--- config.mk ---
export PLATFORM = sky130hd
export DESIGN_NAME = leaf_spine_switch_flat
export DESIGN_NICKNAME = d
export VERILOG_FILES = /design/src/rtl/leaf_spine_switch_pkg.sv /design/src/rtl/leaf_spine_switch_if.sv /design/src/rtl/leaf_spine_switch_fifo.sv /design/src/rtl/leaf_spine_switch.sv /design/src/flat_wrapper.sv
export SDC_FILE = /design/constraint.sdc
export NUM_CORES = 1
export LEC_CHECK = 0
export ABC_AREA = 1
export CAP_MARGIN = 30
export CORE_MARGIN = 2
export CORE_UTILIZATION = 52
export DETAILED_ROUTE_END_ITERATION = 7
export PLACE_DENSITY = 0.84
export SETUP_SLACK_MARGIN = 0.15
export SLEW_MARGIN = 20
export SYNTH_ARGS = -nofsm -noshare
export SYNTH_HDL_FRONTEND = slang
export SYNTH_SLANG_ARGS = --single-unit
--- constraint.sdc ---
create_clock -name ACLK -period 4 [get_ports ACLK]
set_input_delay 1 -clock ACLK [delete_from_list [all_inputs] [get_ports ACLK]]
set_output_delay 1 -clock ACLK [all_outputs]
set_load 0.01 [all_outputs]
--- src/rtl/leaf_spine_switch_pkg.sv ---
// Shared NoC definitions for the leaf switch: address width, default tile
// address, destination extraction, route classification and a clog2 helper.
package noc_pkg;

    localparam int ADDR_W     = 6;
    localparam int MAX_DWIDTH = 64;
    localparam logic [ADDR_W-1:0] LOCAL_ID_DEFAULT = 6'd25;

    typedef enum logic [1:0] {
        ROUTE_LOCAL = 2'd0,
        ROUTE_SPINE = 2'd1,
        ROUTE_DROP  = 2'd2
    } route_kind_e;

    // Ceiling log2 for elaboration-time sizing.
    function automatic int clog2(input int value);
        int result;
        result = 0;
        for (int i = 0; i < 31; i++) begin
            if ((32'sd1 <<< i) < value) result = i + 1;
        end
        return result;
    endfunction

    // Destination field sits in the top ADDR_W bits of a dwidth-bit flit.
    function automatic logic [ADDR_W-1:0] flit_dest(input logic [MAX_DWIDTH-1:0] flit,
                                                    input int dwidth);
        logic [MAX_DWIDTH-1:0] shifted;
        shifted = flit >> (dwidth - ADDR_W);
        return shifted[ADDR_W-1:0];
    endfunction

endpackage

--- src/rtl/leaf_spine_switch_if.sv ---
// Bundles the NI and spine handshakes plus status of the leaf switch.
interface leaf_spine_switch_if #(
    parameter int NUM_SPINES = 4,
    parameter int DWIDTH     = 16
);
    logic [DWIDTH-1:0]              local_in_data;
    logic                           local_in_valid;
    logic                           local_in_ready;
    logic [DWIDTH-1:0]              local_out_data;
    logic                           local_out_valid;
    logic                           local_out_ready;
    logic [NUM_SPINES*DWIDTH-1:0]   spine_in_data;
    logic [NUM_SPINES-1:0]          spine_in_valid;
    logic [NUM_SPINES-1:0]          spine_in_ready;
    logic [NUM_SPINES*DWIDTH-1:0]   spine_out_data;
    logic [NUM_SPINES-1:0]          spine_out_valid;
    logic [NUM_SPINES-1:0]          spine_out_ready;
    logic [15:0]                    drop_count;
    logic [NUM_SPINES:0]            fifo_full;

    // Switch side.
    modport slave (
        input  local_in_data, local_in_valid, local_out_ready,
        input  spine_in_data, spine_in_valid, spine_out_ready,
        output local_in_ready, local_out_data, local_out_valid,
        output spine_in_ready, spine_out_data, spine_out_valid,
        output drop_count, fifo_full
    );

    // Environment side.
    modport master (
        output local_in_data, local_in_valid, local_out_ready,
        output spine_in_data, spine_in_valid, spine_out_ready,
        input  local_in_ready, local_out_data, local_out_valid,
        input  spine_in_ready, spine_out_data, spine_out_valid,
        input  drop_count, fifo_full
    );
endinterface

--- src/rtl/leaf_spine_switch_fifo.sv ---
// Per-port input FIFO; pointers carry one extra wrap bit to tell full from empty.
module flit_fifo
    import noc_pkg::*;
#(
    parameter int DWIDTH     = 16,
    parameter int FIFO_DEPTH = 4
) (
    input  logic              clk,
    input  logic              rst_n,
    input  logic              push_i,
    input  logic [DWIDTH-1:0] data_i,
    input  logic              pop_i,
    output logic              full_o,
    output logic              empty_o,
    output logic [DWIDTH-1:0] head_o
);
    localparam int AW = clog2(FIFO_DEPTH);

    logic [DWIDTH-1:0] mem_q [FIFO_DEPTH];
    logic [AW:0]       wr_ptr_q;
    logic [AW:0]       rd_ptr_q;

    assign empty_o = (wr_ptr_q == rd_ptr_q);
    assign full_o  = (wr_ptr_q[AW] != rd_ptr_q[AW]) &&
                     (wr_ptr_q[AW-1:0] == rd_ptr_q[AW-1:0]);
    assign head_o  = mem_q[rd_ptr_q[AW-1:0]];

    // Storage write and pointer advance; reset discards every stored flit.
    always_ff @(posedge clk or negedge rst_n) begin
        if (!rst_n) begin
            wr_ptr_q <= '0;
            rd_ptr_q <= '0;
            for (int i = 0; i < FIFO_DEPTH; i++) mem_q[i] <= '0;
        end else begin
            if (push_i && !full_o) begin
                mem_q[wr_ptr_q[AW-1:0]] <= data_i;
                wr_ptr_q <= wr_ptr_q + (AW+1)'(1);
            end
            if (pop_i && !empty_o) begin
                rd_ptr_q <= rd_ptr_q + (AW+1)'(1);
            end
        end
    end
endmodule

--- src/rtl/leaf_spine_switch.sv ---
// Leaf switch joining one NI port to NUM_SPINES spine links. Inputs are
// FIFO-buffered, local_out is round-robin arbitrated, spine_out is fed only
// by the local FIFO, and misaddressed spine flits are dropped and counted.
module leaf_spine_switch
    import noc_pkg::*;
#(
    parameter int                NUM_SPINES = 4,
    parameter int                DWIDTH     = 16,
    parameter int                FIFO_DEPTH = 4,
    parameter logic [ADDR_W-1:0] LOCAL_ID   = LOCAL_ID_DEFAULT
) (
    input  logic              ACLK,
    input  logic              ARESETn,
    leaf_spine_switch_if.slave bus
);
    localparam int NREQ = NUM_SPINES + 1;
    localparam int PW   = clog2(NREQ);

    logic [DWIDTH-1:0]     in_data_s [NREQ];
    logic [DWIDTH-1:0]     head_s    [NREQ];
    logic [NREQ-1:0]       in_valid_s, push_s, pop_s, full_s, empty_s;
    route_kind_e           route_s   [NREQ];
    logic [ADDR_W-1:0]     dest_s    [NREQ];
    logic [NREQ-1:0]       lreq_s;
    logic [NUM_SPINES-1:0] drop_s, sreq_s, sp_load_s;
    int                    spine_sel_s;
    logic [PW-1:0]         grant_d, rr_next_s, idx_s;
    logic                  any_req_s, found_s, lo_load_s;
    logic [4:0]            ndrop_s;
    logic [16:0]           drop_sum_s;
    logic [15:0]           drop_count_d;

    logic [DWIDTH-1:0]     lo_data_q;
    logic                  lo_valid_q;
    logic [PW-1:0]         rr_ptr_q;
    logic [DWIDTH-1:0]     sp_data_q [NUM_SPINES];
    logic [NUM_SPINES-1:0] sp_valid_q;
    logic [15:0]           drop_count_q;

    assign in_data_s[0]  = bus.local_in_data;
    assign in_valid_s[0] = bus.local_in_valid;
    assign push_s        = in_valid_s & ~full_s;

    genvar g;
    generate
        for (g = 0; g < NUM_SPINES; g++) begin : g_spine_io
            assign in_data_s[g+1]  = bus.spine_in_data[g*DWIDTH +: DWIDTH];
            assign in_valid_s[g+1] = bus.spine_in_valid[g];
            assign bus.spine_out_data[g*DWIDTH +: DWIDTH] = sp_data_q[g];
        end
        for (g = 0; g < NREQ; g++) begin : g_fifo
            flit_fifo #(.DWIDTH(DWIDTH), .FIFO_DEPTH(FIFO_DEPTH)) u_fifo (
                .clk    (ACLK),
                .rst_n  (ARESETn),
                .push_i (push_s[g]),
                .data_i (in_data_s[g]),
                .pop_i  (pop_s[g]),
                .full_o (full_s[g]),
                .empty_o(empty_s[g]),
                .head_o (head_s[g])
            );
        end
    endgenerate

    // Classify every FIFO head and derive local/spine requests and drops.
    always_comb begin
        for (int k = 0; k < NREQ; k++) begin
            dest_s[k]  = flit_dest(MAX_DWIDTH'(head_s[k]), DWIDTH);
            route_s[k] = (dest_s[k] == LOCAL_ID) ? ROUTE_LOCAL
                       : ((k == 0) ? ROUTE_SPINE : ROUTE_DROP);
            lreq_s[k]  = !empty_s[k] && (route_s[k] == ROUTE_LOCAL);
        end
        for (int j = 0; j < NUM_SPINES; j++) begin
            drop_s[j] = !empty_s[j+1] && (route_s[j+1] == ROUTE_DROP);
        end
        spine_sel_s = int'(dest_s[0]) % NUM_SPINES;
        for (int j = 0; j < NUM_SPINES; j++) begin
            sreq_s[j]    = !empty_s[0] && (route_s[0] == ROUTE_SPINE) && (spine_sel_s == j);
            sp_load_s[j] = sreq_s[j] && (!sp_valid_q[j] || bus.spine_out_ready[j]);
        end
    end

    // Round-robin search for local_out starting at rr_ptr_q.
    always_comb begin
        grant_d   = '0;
        any_req_s = 1'b0;
        idx_s     = '0;
        found_s   = 1'b0;
        for (int off = 0; off < NREQ; off++) begin
            idx_s     = PW'((int'(rr_ptr_q) + off) % NREQ);
            found_s   = lreq_s[idx_s] && !any_req_s;
            grant_d   = found_s ? idx_s : grant_d;
            any_req_s = any_req_s | found_s;
        end
        lo_load_s = any_req_s && (!lo_valid_q || bus.local_out_ready);
        rr_next_s = (grant_d == PW'(NREQ - 1)) ? '0 : grant_d + PW'(1);
    end

    // FIFO pops: granted and loaded, or dropped; saturating drop sum.
    always_comb begin
        pop_s[0] = (lo_load_s && (grant_d == '0)) || (|sp_load_s);
        for (int j = 0; j < NUM_SPINES; j++) begin
            pop_s[j+1] = (lo_load_s && (grant_d == PW'(j + 1))) || drop_s[j];
        end
        ndrop_s = 5'd0;
        for (int j = 0; j < NUM_SPINES; j++) ndrop_s = ndrop_s + 5'(drop_s[j]);
        drop_sum_s   = {1'b0, drop_count_q} + 17'(ndrop_s);
        drop_count_d = drop_sum_s[16] ? 16'hFFFF : drop_sum_s[15:0];
    end

    // local_out register, RR pointer and drop counter.
    always_ff @(posedge ACLK or negedge ARESETn) begin
        if (!ARESETn) begin
            lo_data_q    <= '0;
            lo_valid_q   <= 1'b0;
            rr_ptr_q     <= '0;
            drop_count_q <= 16'h0000;
        end else begin
            drop_count_q <= drop_count_d;
            if (lo_load_s) begin
                lo_data_q  <= head_s[grant_d];
                lo_valid_q <= 1'b1;
                rr_ptr_q   <= rr_next_s;
            end else if (bus.local_out_ready) begin
                lo_valid_q <= 1'b0;
            end
        end
    end

    // spine_out registers, each fed only by the local FIFO.
    always_ff @(posedge ACLK or negedge ARESETn) begin
        if (!ARESETn) begin
            sp_valid_q <= '0;
            for (int j = 0; j < NUM_SPINES; j++) sp_data_q[j] <= '0;
        end else begin
            for (int j = 0; j < NUM_SPINES; j++) begin
                if (sp_load_s[j]) begin
                    sp_data_q[j]  <= head_s[0];
                    sp_valid_q[j] <= 1'b1;
                end else if (bus.spine_out_ready[j]) begin
                    sp_valid_q[j] <= 1'b0;
                end
            end
        end
    end

    assign bus.local_in_ready  = ~full_s[0];
    assign bus.spine_in_ready  = ~full_s[NREQ-1:1];
    assign bus.local_out_data  = lo_data_q;
    assign bus.local_out_valid = lo_valid_q;
    assign bus.spine_out_valid = sp_valid_q;
    assign bus.drop_count      = drop_count_q;
    assign bus.fifo_full       = full_s;
endmodule

--- src/flat_wrapper.sv ---
// flat-port wrapper written by rule: the top's interface ports become plain ports
module leaf_spine_switch_flat import noc_pkg::*;
#(
    parameter int                NUM_SPINES = 4,
    parameter int                DWIDTH     = 16,
    parameter int                FIFO_DEPTH = 4,
    parameter logic [ADDR_W-1:0] LOCAL_ID   = LOCAL_ID_DEFAULT
)
  (ACLK, ARESETn, bus_local_in_data, bus_local_in_valid, bus_local_out_ready, bus_spine_in_data, bus_spine_in_valid, bus_spine_out_ready, bus_local_in_ready, bus_local_out_data, bus_local_out_valid, bus_spine_in_ready, bus_spine_out_data, bus_spine_out_valid, bus_drop_count, bus_fifo_full);
  leaf_spine_switch_if #(.NUM_SPINES(NUM_SPINES), .DWIDTH(DWIDTH)) bus_i ();
  input  logic ACLK;
  input  logic ARESETn;
  input wire logic [$bits(bus_i.local_in_data)-1:0] bus_local_in_data;
  input wire logic [$bits(bus_i.local_in_valid)-1:0] bus_local_in_valid;
  input wire logic [$bits(bus_i.local_out_ready)-1:0] bus_local_out_ready;
  input wire logic [$bits(bus_i.spine_in_data)-1:0] bus_spine_in_data;
  input wire logic [$bits(bus_i.spine_in_valid)-1:0] bus_spine_in_valid;
  input wire logic [$bits(bus_i.spine_out_ready)-1:0] bus_spine_out_ready;
  output wire logic [$bits(bus_i.local_in_ready)-1:0] bus_local_in_ready;
  output wire logic [$bits(bus_i.local_out_data)-1:0] bus_local_out_data;
  output wire logic [$bits(bus_i.local_out_valid)-1:0] bus_local_out_valid;
  output wire logic [$bits(bus_i.spine_in_ready)-1:0] bus_spine_in_ready;
  output wire logic [$bits(bus_i.spine_out_data)-1:0] bus_spine_out_data;
  output wire logic [$bits(bus_i.spine_out_valid)-1:0] bus_spine_out_valid;
  output wire logic [$bits(bus_i.drop_count)-1:0] bus_drop_count;
  output wire logic [$bits(bus_i.fifo_full)-1:0] bus_fifo_full;
  assign bus_i.local_in_data = bus_local_in_data;
  assign bus_i.local_in_valid = bus_local_in_valid;
  assign bus_i.local_out_ready = bus_local_out_ready;
  assign bus_i.spine_in_data = bus_spine_in_data;
  assign bus_i.spine_in_valid = bus_spine_in_valid;
  assign bus_i.spine_out_ready = bus_spine_out_ready;
  assign bus_local_in_ready = bus_i.local_in_ready;
  assign bus_local_out_data = bus_i.local_out_data;
  assign bus_local_out_valid = bus_i.local_out_valid;
  assign bus_spine_in_ready = bus_i.spine_in_ready;
  assign bus_spine_out_data = bus_i.spine_out_data;
  assign bus_spine_out_valid = bus_i.spine_out_valid;
  assign bus_drop_count = bus_i.drop_count;
  assign bus_fifo_full = bus_i.fifo_full;
  leaf_spine_switch #(.NUM_SPINES(NUM_SPINES), .DWIDTH(DWIDTH), .FIFO_DEPTH(FIFO_DEPTH), .LOCAL_ID(LOCAL_ID)) u_core (.ACLK(ACLK), .ARESETn(ARESETn), .bus(bus_i));
endmodule
# Yosys cells after proc, flatten, opt, wreduce, memory -nomap -nowiden
# Index checks and enable logic that the tools add are counted.
# Widths: inputs -> output; s select.
dict set report totals {
  word_cells 293
  regBits 454
  inputBits 92
}
dict set report classes {
  n_lt_le_gt_ge 21
  eq_ne 32
  bitwise 19
  muxes 65
  div 5
  add_sub_neg 19
  reduce_logical 90
}
# op n
set ops {}
lappend ops {{$bwmux 64} 5}
lappend ops {{$mux 16} 18}
lappend ops {{$bmux 16 s2} 5}
lappend ops {{$demux 16 s2} 5}
lappend ops {{$mod 32x4->32 const B} 4}
lappend ops {{$bmux 16 s3} 1}
lappend ops {{$logic_and 1x1->1} 48}
lappend ops {{$add 3x1->3 const B} 11}
lappend ops {{$logic_not 32->1} 1}
lappend ops {{$mod 4x4->32 const B} 1}
lappend ops {{$eq 6x5->1 const B} 5}
lappend ops {{$ge 3x3->1 const B} 10}
lappend ops {{$not 2->3} 10}
lappend ops {{$lt 3x4->1 const B} 5}
lappend ops {{$logic_not 1->1} 19}
lappend ops {{$mux 3} 6}
lappend ops {{$add 16x5->17} 1}
lappend ops {{$mux 1} 16}
lappend ops {{$bmux 1 s3} 5}
lappend ops {{$eq 3x3->1} 5}
lappend ops {{$lt 3x1->1 const B} 5}
lappend ops {{$eq 2x2->1 const B} 6}
lappend ops {{$add 5x1->5} 2}
lappend ops {{$eq 2x2->1} 5}
lappend ops {{other kinds (22)} 52}

# Depth between registers and ports, before layout
dict set report logic_depth {
  depth_word 26
  ltp_mapped 39
  ltp_nobuf 37
}

# By module
# From an unflattened synthesis, not the netlist that was laid out.
dict set report unflattened {
  hier_cells 2979
  hier_area_um2 23953.0
}
# mod cells_each seq_area_each_um2 instances area_per_inst_um2
set modules_own_cells {}
lappend modules_own_cells {{flit_fifo at u_core.g_fifo[0].u_fifo ...} 426 1751.7 4 3535.9}
lappend modules_own_cells {leaf_spine_switch 849 2602.5 1 6276.0}
lappend modules_own_cells {{flit_fifo at u_core.g_fifo[4].u_fifo} 426 1751.7 1 3533.4}

# Worst setup path after synthesis
# Ideal clock, no wire load.
dict set report synth_path {
  path_type {reg2reg}
  start {register u_core.rr_ptr_q[0]}
  end {register u_core.g_fifo[0].u_fifo.rd_ptr_q[0]}
  path_slack_ps -385
  arrival_time_ps 4268
  setup_ps 117
  stages_incl_launch_ff 38
  path_buffers 2
  path_cell_list {dfrtp_1 -> buf_4 -> inv_1 -> ha_1 -> inv_1 -> nand2_1 -> and2_4 -> ha_1 -> nor2_1 -> nand3_1 -> nand2_1 -> xor2_1 -> ha_1 -> inv_1 -> nor2_1 -> inv_1 -> nand3_2 -> nand2_2 -> [... 2 more ...] -> nand2_1 -> nand2_1 -> nand2_1 -> nand3_2 -> inv_1 -> nand2_1 -> nand2_2 -> nand2_2 -> inv_2 -> buf_6 -> ha_1 -> inv_1 -> nor2_1 -> nand3_1 -> nand2_1 -> nand2_1 -> nand2_1 -> nand2_1}
}
dict set report synth_via {
  elab_chain_cells 19
}
# item line
set synth_rtl {}
lappend synth_rtl {{from (decl)} leaf_spine_switch.sv:35} ;# logic [PW-1:0] rr_ptr_q;
lappend synth_rtl {{from (signal assigned)} leaf_spine_switch.sv:123} ;# rr_ptr_q <= rr_next_s;
lappend synth_rtl {{$add 3x1->4 / $mod 4x4->32 (equally long branches)} leaf_spine_switch.sv:90} ;# idx_s = PW'((int'(rr_ptr_q) + off) % NREQ);
lappend synth_rtl {{$mod 32x4->32 / $bmux 1 s3 (equally long branches)} {leaf_spine_switch.sv:90, leaf_spine_switch.sv:91}}
lappend synth_rtl {{$bmux 1 s3 / $mux 1 (equally long branches)} leaf_spine_switch.sv:91} ;# found_s = lreq_s[idx_s] && !any_req_s;
lappend synth_rtl {{$mux 1 (not written as such) / $logic_not 1->1 (equally long branches)} leaf_spine_switch.sv:91}
lappend synth_rtl {{$logic_and 1x1->1} leaf_spine_switch.sv:91}
lappend synth_rtl {{$or 1x1->1} leaf_spine_switch.sv:93} ;# any_req_s = any_req_s | found_s;
lappend synth_rtl {{$logic_not 1->1} leaf_spine_switch.sv:91}
lappend synth_rtl {{$logic_and 1x1->1} leaf_spine_switch.sv:91}
lappend synth_rtl {{[... 3 more ...]} --}
lappend synth_rtl {{$or 1x1->1} leaf_spine_switch.sv:93}
lappend synth_rtl {{$logic_not 1->1} leaf_spine_switch.sv:91}
lappend synth_rtl {{$logic_and 1x1->1} leaf_spine_switch.sv:91}
lappend synth_rtl {{$mux 3 / $or 1x1->1 (equally long branches)} {leaf_spine_switch.sv:92, leaf_spine_switch.sv:93}}
lappend synth_rtl {{$logic_not 3->1 / $logic_and 1x1->1 (equally long branches)} {leaf_spine_switch.sv:101, leaf_spine_switch.sv:95}}
lappend synth_rtl {{$logic_and 1x1->1 (*)} leaf_spine_switch.sv:101} ;# pop_s[0] = (lo_load_s && (grant_d == '0)) || (|sp_load_s);
lappend synth_rtl {{$logic_or 1x1->1 (*)} leaf_spine_switch.sv:101}
lappend synth_rtl {{$logic_and 1x1->1 (*)} leaf_spine_switch_fifo.sv:39} ;# if (pop_i && !empty_o) begin
lappend synth_rtl {{to (signal assigned)} leaf_spine_switch_fifo.sv:40} ;# rd_ptr_q <= rd_ptr_q + (AW+1)'(1);
lappend synth_rtl {{to (decl)} leaf_spine_switch_fifo.sv:21} ;# logic [AW:0] rd_ptr_q;
# Every way passes the cells marked *; elsewhere a longest branch is shown, timed or not. The select of a mux whose other input is x is not followed.
# A chain may end at the register's enable or synchronous reset.

# Worst setup path after layout
dict set report layout_path {
  start {register u_core.rr_ptr_q[0]}
  end {register u_core.g_fifo[0].u_fifo.rd_ptr_q[1]}
}
# The elaborated chain is that of the path after synthesis.

==> impl_metrics.py <==
metrics = {
    "worst_setup_path": {
        "cp_top_family": "simple AND/OR/NAND/NOR gates",
        "critPathKind": "reg2reg",
        "crit_fanout": 6,
        "r2r_start": "u_core.rr_ptr_q[0]$_DFFE_PN0P_",
        "cp_slowest_stage_delay_ps": 390,
        "cp.arrival_ps": 4680,
        "crit_path_end_kind": "flip-flop",
        "timing.rr.end": "u_core.g_fifo[0].u_fifo.rd_ptr_q[1]$_DFFE_PN0P_",
        "cp.required_ps": 4490,
        "cpMostUsedCell": "nand2_4",
        "cp-start-kind": "flip-flop",
        "reg2reg_slack_ps": -200,
        "crit_slowest_cell": "dfrtp_2",
        "critPathBufInv": 6,
        "ff2ff_path_depth": 35,
    },
    "global_route": {
        "grt_pass1_vias": 19260,
        "grt-ovfl-total": 0,
        "antenna_found_initial": 3,
        "grt_pass1_wl_mm": 98.44,
        "grt_use_met3": 0.06034,
        "grt_use_met2": 0.4503,
        "grt_usage": 0.2766,
        "grt_busiest_layer": "met2",
        "grt_use_met1": 0.3549,
        "grt_max_degree": 84,
    },
    "clocking": {
        "clock_sinks": 454,
        "postCtsHoldBufs": 0,
        "clk_pin_slew_ps": 60,
        "cts_buffers": 48,
        "cts_max_level": 2,
        "clockBufferDepth": 3,
        "clock_latency_ps": 600,
        "cts_tree": "built",
        "clockRootBuffer": "clkbuf_16",
    },
    "synth": {
        "netlist_top_cells_area": "dfrtp_1 51%, nand2_1 15%, o21ai_0 9.9%, nand3_1 3.9%, inv_1 3.5%",
        "synth-async-reset-ratio": 1.000,
        "synth_ff_type": "dfrtp_1",
        "synth-edff-count": 0,
        "synthesis.instances": 2690,
        "avgSynthCellArea_um2": 8.221,
        "yosys_warnings": 0,
        "seq_area_frac_synth": 0.5137,
        "netlist_area_um2": 22110,
        "synth_top_area_frac": 0.5137,
        "synth_cell_types": 47,
        "syn_nets": 2841,
        "ys_seq_elements": 454,
        "post-synth-top-area-cell": "dfrtp_1",
    },
    "sta": {
        "rsz0062_at_grt": "yes",
        "worst_slack_ps": -197.7,
        "tightest_slew_ps": 796.7,
        "relSlewSlack": 0.4683,
        "slew_viol_final": 0,
        "setup_viol_count_final": 25,
        "period_minus_slack_ps": 4198,
        "tns_ps": -1749,
        "hold_viol_final": 0,
        "post-route-period-util": 1.049,
        "finalClockSkew_ps": 24.35,
        "fmax_ghz": 0.2382,
    },
    "finish": {
        "diodes": 0,
        "nets": 3096,
        "final_common_cell": "nand2_1",
        "most-common-layout-cells": "850 x nand2_1, 449 x dfrtp_1, 433 x o21ai_0",
        "fill_cells": 3125,
        "drive_above_1_share": 0.1429,
        "areaGrowthSynthToFinish_pct": 26.73,
    },
    "routing": {
        "drtIter0Drc": 2106,
        "wl_mm": 64.07,
        "ant_nets": 0,
        "firstDrtPassIters": 6,
        "drcViolationCount": 0,
        "vias": 20080,
        "avgRoutedWirePerCell_um": 18.20,
        "via_per_inst": 5.705,
    },
    "run_status": {
        "status": "complete, but fails checks",
        "violations": "setup timing",
    },
    "placement": {
        "port_buffers": 202,
        "hpwlAfterDp_mm": 41.58,
        "gp_routability_congestion": 0.9108,
    },
    "flow_run": {
        "drv_cap": 0,
    },
    "worst_hold_path": {
        "hold_path_class": "in2async",
    },
    "floorplan": {
        "pin_count": 203,
        "die-area_um2": 44190,
        "core-area_um2": 41950,
        "die_w_um": 210.2,
        "die_h_um": 210.2,
        "rows": 75,
        "start_util": 0.5272,
    },
}
## synth_stat cells, types with 2 or more instances
cell type	instances
xor2_2	2
fa_1	3
buf_6	10
nand3_1	173
inv_4	5
a21oi_1	39
nand3_2	5
inv_1	205
a32o_1	30
buf_2	12
inv_2	13
nor2_1	79
nor2_2	9
clkbuf_1	90
dfrtp_1	454
nand2_2	23
nor2_4	6
o21ai_0	437
ha_1	56
nor3_1	4
o22ai_1	21
o21ai_2	3
buf_4	19
or2_2	11
nor4_1	2
nand2_1	884
o21ai_1	4
nand4_1	24
xor2_1	19
nand3b_1	5
nand3_4	2
buf_1	14
xnor2_1	13
## layer usage
metal / wire [um] / vias to the layer above / part of all wire
met5: 27 / - / 0.00042
met4: 3181 / 4 / 0.050
met3: 5312 / 200 / 0.083
met2: 30350 / 947 / 0.47
met1: 25190 / 9724 / 0.39
li1: - / 9208 / -
## worst max-delay path by stage
stage	start	end	slack, ps	cells past startpoint
2_1_floorplan	u_core.rr_ptr_q[0]$_DFFE_PN0P_	u_core.g_fifo[0].u_fifo.rd_ptr_q[0]$_DFFE_PN0P_	-100	39
3_3_place_gp	u_core.rr_ptr_q[0]$_DFFE_PN0P_	u_core.g_fifo[1].u_fifo.rd_ptr_q[1]$_DFFE_PN0P_	30	33
3_5_place_dp	u_core.rr_ptr_q[1]$_DFFE_PN0P_	u_core.g_fifo[3].u_fifo.rd_ptr_q[0]$_DFFE_PN0P_	-130	29
4_1_cts	u_core.rr_ptr_q[0]$_DFFE_PN0P_	u_core.g_fifo[2].u_fifo.rd_ptr_q[0]$_DFFE_PN0P_	-10	33
5_1_grt	u_core.rr_ptr_q[0]$_DFFE_PN0P_	u_core.g_fifo[0].u_fifo.rd_ptr_q[1]$_DFFE_PN0P_	-400	37
6_report	u_core.rr_ptr_q[0]$_DFFE_PN0P_	u_core.g_fifo[0].u_fifo.rd_ptr_q[1]$_DFFE_PN0P_	-200	35
## worst reg2reg max path: cells and delay by family (launching register included)
kind                       cells  cell delay (ps)
and+or+nand+nor               23             2150
DFF                            1              390
buffers and inverters          6              400
AOI/OAI and AO/OA              1              230
xor gates and xnor gates       1              170
adders and majority gates      4              740
## final cells by class
| class | instances | area (um2) | share of cell area |
|---|---|---|---|
| inverters | 223 | 878.3 | 0.03134 |
| multi-input cells | 1868 | 9847 | 0.3514 |
| well taps | 539 | 674.4 | 0.02406 |
| flip-flops and latches | 454 | 11370 | 0.4056 |
| clock inverters | 21 | 324.1 | 0.01156 |
| clock buffers | 65 | 1355 | 0.04835 |
| repair buffers | 350 | 3580 | 0.1277 |
## cells by family after synthesis
group,synth area share
DFF,0.5137
adders and majority gates,0.03440
xor gates and xnor gates,0.01488
buffers and inverters,0.07033
AOI/OAI and AO/OA,0.1318
and+or+nand+nor,0.2349
## metrics by stage
step                setup slack, ps  cells  hold WS (ps)  utilization  instance area [um2]
floorplan                    -104.6   2690         445.1            -                22250
global placement              33.58   3358         450.3       0.5922                24840
detailed placement           -129.7   3362         458.2       0.5936                24900
CTS                          -11.25   3466         438.3       0.6413                26900
global route                 -397.1   3520         451.4       0.6681                28030
finish                       -197.7   3520         412.2       0.6681                28030
## state kept, by name (all words and copies together), names as in the netlist
register and count:
u_core.g_fifo.u_fifo.mem_q 320, u_core.bus.spine_out_data 64, u_core.bus.drop_count 16, u_core.bus.local_out_data 16
u_core.g_fifo.u_fifo.rd_ptr_q 15, u_core.g_fifo.u_fifo.wr_ptr_q 15, u_core.bus.spine_out_valid 4, u_core.rr_ptr_q 3
u_core.bus.local_out_valid 1
## timing repair
item | CTS | global route
setup endpoints to repair | 46 | 51
cloned | 0 | 7
pin swaps | 27 | 71
setup buffers | 18 | 30
gates resized for setup | 40 | 128
Power is left out: the tool's default activity adds up to more than one toggle a clock period on the data nets, which glitch-free logic cannot reach.
